$ cat src/rtl/gates_array.sv
// gates_array: parameterised two-operand bitwise logic unit.
// Computes AND, OR, NAND, NOR, XOR and XNOR of a and b in parallel.
// All six results sit behind one valid-qualified register stage, so the
// outputs come only from flops and have no combinational path from a/b.
module gates_array #(
    parameter int n = 4
) (
    input  logic         clk,
    input  logic         rst,
    input  logic         in_valid,
    input  logic [n-1:0] a,
    input  logic [n-1:0] b,
    output logic         out_valid,
    output logic [n-1:0] y_and,
    output logic [n-1:0] y_or,
    output logic [n-1:0] y_nand,
    output logic [n-1:0] y_nor,
    output logic [n-1:0] y_xor,
    output logic [n-1:0] y_xnor
);

    logic [n-1:0] and_d,  and_q;
    logic [n-1:0] or_d,   or_q;
    logic [n-1:0] nand_d, nand_q;
    logic [n-1:0] nor_d,  nor_q;
    logic [n-1:0] xor_d,  xor_q;
    logic [n-1:0] xnor_d, xnor_q;
    logic         valid_d, valid_q;

    // Evaluate all six functions; bit i depends only on a[i] and b[i]
    always_comb begin
        and_d   = a & b;
        or_d    = a | b;
        nand_d  = ~(a & b);
        nor_d   = ~(a | b);
        xor_d   = a ^ b;
        xnor_d  = ~(a ^ b);
        valid_d = in_valid;
    end

    // Valid flag tracks in_valid every edge; reset clears it immediately
    always_ff @(posedge clk or posedge rst) begin
        if (rst) begin
            valid_q <= 1'b0;
        end else begin
            valid_q <= valid_d;
        end
    end

    // Result registers load on a valid cycle and hold otherwise; reset zeroes all
    always_ff @(posedge clk or posedge rst) begin
        if (rst) begin
            and_q  <= '0;
            or_q   <= '0;
            nand_q <= '0;
            nor_q  <= '0;
            xor_q  <= '0;
            xnor_q <= '0;
        end else if (in_valid) begin
            and_q  <= and_d;
            or_q   <= or_d;
            nand_q <= nand_d;
            nor_q  <= nor_d;
            xor_q  <= xor_d;
            xnor_q <= xnor_d;
        end
    end

    assign out_valid = valid_q;
    assign y_and     = and_q;
    assign y_or      = or_q;
    assign y_nand    = nand_q;
    assign y_nor     = nor_q;
    assign y_xor     = xor_q;
    assign y_xnor    = xnor_q;

endmodule

$ cat config.mk
export PLATFORM = sky130hd
export DESIGN_NAME = gates_array
export DESIGN_NICKNAME = d
export VERILOG_FILES = /design/src/rtl/gates_array.sv
export SDC_FILE = /design/constraint.sdc
export NUM_CORES = 1
export LEC_CHECK = 0
export ABC_AREA = 1
export CAP_MARGIN = 30
export CORE_MARGIN = 2
export CORE_UTILIZATION = 47
export DETAILED_ROUTE_END_ITERATION = 16
export PLACE_DENSITY = 0.87
export SLEW_MARGIN = 20
export SYNTH_ARGS = -nofsm -noshare
export SYNTH_HDL_FRONTEND = slang
export SYNTH_SLANG_ARGS = --single-unit
$ cat constraint.sdc
create_clock -name clk -period 0.9 [get_ports clk]
set_clock_uncertainty 0.05 [all_clocks]
set_input_delay 0.18 -clock clk [delete_from_list [all_inputs] [get_ports clk]]
set_output_delay 0.18 -clock clk [all_outputs]
set_load 0.01 [all_outputs]
## Word level (Yosys, flattened, before mapping)

Cells that the tools add are included.

| word-level totals | value |
|---|---|
| flip-flop bits (word level) | 25 |
| ROM bits | 0 |
| memories | 0 |
| logic and storage cells | 13 |
| bits in latches | 0 |
| bits in writable memories | 0 |
| input port bits | 11 |

| operators by class | value |
|---|---|
| eq/ne operators | 0 |
| muxes and demuxes | 0 |
| shift-type cells | 0 |
| bitwise logic cells | 6 |
| reduce and logical (&&, ||, !) cells | 0 |
| div/mod/pow operators | 0 |
| $mul | 0 |
| add/sub/neg operators | 0 |
| $lt $le $gt $ge | 0 |

Operator list:

| cell | number |
|---|---|
| 4-bit inverter | 3 |
| 4-bit AND | 1 |
| 4-bit OR | 1 |
| 4-bit XOR | 1 |

## Longest topological paths before layout

| logic depth | value |
|---|---|
| depth after elaboration | 2 |
| depth in mapped cells | 5 |

## Worst setup path before layout

No wires, ideal clock.

| timing path | value |
|---|---|
| path kind | input port to flip-flop |
| start | input a[0] |
| end | register xor_q[0], in the netlist y_xor[0] |
| path buffers | 0 |
| arrival time | 0.608 ns |
| cell stages on the path | 4 |
| setup slack | 0.125 ns |
| data required time | 0.733 ns |
| path through | inv_1 > ha_1 > nand2_1 > nand2_1 |

| between the ends | value |
|---|---|
| cells in the longest elaborated chain, start to end | 1 |

RTL lines:

| item | RTL line | RTL |
|---|---|---|
| start, declared | 11 | `input logic [n-1:0] a,` |
| 4-bit XOR | 36 | `xor_d = a ^ b;` |
| net xor_d[0] | 26 | `logic [n-1:0] xor_d, xor_q;` |
| end signal, assigned | 64 | `xor_q <= xor_d;` |
| end, declared | 26 |  |

The timed path passes the listed nets, and every way through them passes these cells.
A chain may end at the register's enable or synchronous reset.

## Final worst setup path

| timing path | value |
|---|---|
| start | register xnor_q[1], in the netlist y_xnor[1] |
| end | output y_xnor[1] |

RTL lines:

| item | RTL line | RTL |
|---|---|---|
| start, declared | 27 | `logic [n-1:0] xnor_d, xnor_q;` |
| start signal, assigned | 65 | `xnor_q <= xnor_d;` |
| end, declared | 19 | `output logic [n-1:0] y_xnor` |

No word-level cell between the ends.

==> impl_results.md <==
- Status: finished with violations
- Violated checks: negative setup slack
- Post-route total power: 2516 µW
- RePlAce Congestion: 0.7466
- CP endpoint kind: primary output
- Worst path depth: 1
- Syn Area/Cell: 9.134 µm²
- Reg2reg end: y_xnor[1]
- Die W: 56.16 µm
- Pint: 1770 µW
- CORE AREA: about 2500 µm²
- Register bit count reported by yosys: 25
- I/O Buffers: 35
- Final Cycle Share: 125.3%
- Sw Ratio: between 20 and 30%
- Drt first pass iters: 4
- Worst setup startpoint: y_xnor[1]
- Critical-path top delay cell: dfrtp_1
- Syn-to-layout area delta: 43.35%
- Crit path max fanout: 2
- Worst vdd ir: 1348 µV
- Die Ht: roughly 56 µm
- Largest family of logic cells by synthesized area: simple AND/OR/NAND/NOR gates
- Sequential Power Share: a little over 50%
- Fin nets: 234
- Worst-Margin Slew: 170.1 ps
- Synth cell types: 9
- Mux cell area share after synthesis: 0%
- First DRT Iteration DRCs: 23
- Leak: between 0.001 and 0.0015 µW
- Post-synthesis cell count: 140
- Clock Path Buffers: 2
- Post-DP HPWL: 1893 µm
- Setup slack, reg-to-reg: -10 ps
- Root Buffer: clkbuf_4
- Antenna viol nets, final: 0
- Hold/Removal Path Class: in2async
- Max Fclk: slightly below 900 MHz
- Vias in the first global route: 1038
- Critical path cell sequence: buf_2
- Worst r2r src: y_xnor[1]
- Die area: ~3200 µm²
- CTS tree: done
- Maximum Capacitance Violations: 0
- Switch Pwr: 746.0 µW
- Netlist Area Pre-Place: 1279 µm²
- Sequential share of the synthesized area: about half
- Gate power share: between 20 and 30%
- Vias per cell: between 4 and 5
- Worst setup endpoint: y_xnor[1]
- CP required: about 670 ps
- Worst-Skew Late Latency: 320 ps
- Largest delay share family, worst path: flip-flops
- First-pass GRT wire length: 4754 µm
- Synth Area in Simple Gates: 23.09%
- WL per Instance: 12.04 µm
- Synthesized-area fraction occupied by adder cells: 15.66%
- Syn nets: 167
- Post-Route WL: between 2000 and 3000 µm
- Clock share of power: 20.8%
- Synth Area in Compound Gates: 0%
- Crit path largest cell delay: 420 ps
- Final global-route overflow total: 0
- Synth Area in XOR/XNOR: 0%
- CTS buffer count: 3
- Worst slew margin: between 80% and 90%
- Antenna fix cells: 0
- Hold Fails Final Rpt: 0
- DRC: 0
- Setup violators final: 26
- Initial antenna violation count: 0
- Setup crit start kind: register
- Vias: about 1100
- RSZ-0062 raised after global routing: yes
- WHS: 107.8 ps
- Core Rows: 18
- Reg2Reg Depth: 4
- Clock sink total: 25
- Worst Setup Slack, final: -227.8 ps
- Shortest period the worst path allows: 1128 ps
- Arr. time, crit path: 900 ps
- Layout cell share with drive strength beyond 1: between 30% and 40%
- Largest net degree at the start of global routing: 26
- Io pins: 36
- GRT Total Usage: 19.24%
- Starting Density: 50.69%
- Htree depth: 1
- WS Path Type: reg2out
- Reg clk slew, reported paths: 140 ps
- Yosys warns: 0
- Buffers & Inverters on Critical Path: 1
- Slew Limit Fails: 0
- Power Density: 1372 nW/µm²
metrics by stage:
step / setup slack (ps) / setup TNS, ps / std cells / area, µm² / util (%)
6_report: -227.8 / -5049 / 236 / 1833 / 72.67
5_1_grt: -254.4 / -6059 / 236 / 1833 / 72.67
4_1_cts: -222.5 / -5173 / 231 / 1755 / 69.59
3_5_place_dp: -504.9 / -13980 / 220 / 1774 / 70.34
3_3_place_gp: -430.3 / -12860 / 220 / 1774 / 70.34
2_1_floorplan: 125.4 / 0 / 140 / 1279 / -
cells by family after synthesis:
family	Yosys count
AND/OR/NAND/NOR	72
flip-flops	25
buffers and inverters	27
adder cells (fa/ha/maj)	16
metal layers:
metal	vias to the layer above	part of all wire, %	GRT usage, %
met5	-	0	0
met4	0	1.2	5.102
met3	5	3.4	2.791
met2	29	55	35.97
met1	493	40	22.71
li1	533	-	-
worst reg2reg max path, delay by kind of cell, from the launching register on:
kind                   cells  cell delay [ps]
AND/OR/NAND/NOR            2               90
flip-flops                 1              420
buffers and inverters      2              260
final cells by class:
cell class                 count  area [µm²]
sequential                    25       625.6
fill                         203       689.4
timing repair buffer          67       523.0
clock buffer                   4       26.28
tap                           30       37.54
multi-input combinational     88       530.5
inverter                      22       90.09
cells in the mapped netlist:
library cell,count,area (µm²)
buf_12,1,20.02
buf_6,3,33.78
clkbuf_8,1,13.76
dfrtp_1,25,625.6
ha_1,16,200.2
inv_1,21,78.83
inv_8,1,11.26
nand2_1,62,232.7
nand2_2,10,62.56
registers in the layout (all words and copies together), names as in the netlist:
signal	cells
out_valid	1
y_nor	4
y_or	4
y_nand	4
y_xor	4
y_xnor	4
y_and	4
cells in the final DEF (no fill, tap or decap):
cell / Yosys / layout
nand2_2: 10 / 11
clkdlybuf4s50_1: 0 / 1
ha_1: 16 / 14
inv_8: 1 / 1
dlymetal6s2s_1: 0 / 1
nand2_1: 62 / 60
inv_2: 0 / 4
nand2_4: 0 / 1
dfrtp_1: 25 / 25
clkbuf_4: 0 / 3
dlygate4sd2_1: 0 / 8
buf_6: 3 / 8
inv_1: 21 / 17
ha_4: 0 / 2
clkbuf_1: 0 / 1
buf_4: 0 / 26
buf_2: 0 / 21
buf_12: 1 / 2
how the worst min path moves through the flow:
stage	startpoint	end	slack (ps)	cells after the start
floorplan	rst	out_valid	160	1
global placement	y_and[0]	y_and[0]	410	2
detailed placement	y_nor[2]	y_nor[2]	410	2
CTS	rst	y_nand[3]	110	3
global route	rst	y_or[3]	100	3
finish	rst	y_or[3]	110	3
power by group through the flow:
stage | combinational (µW) | clock [µW] | sequential [µW]
6_report | 700 | 524 | 1290
5_1_grt | 777 | 571 | 1300
4_1_cts | 638 | 531 | 1290
3_5_place_dp | 689 | 0 | 1310
3_3_place_gp | 664 | 0 | 1300
2_1_floorplan | 226 | 0 | 1360
what timing repair did:
action | CTS | global route
pin swaps | 2 | 2
setup endpoints to repair | 34 | 29
hold buffers | 0 | 0
hold endpoints to repair | 0 | 0
setup buffers | 7 | 8
resized for setup | 116 | 10
(Power assumes the default switching activity.)
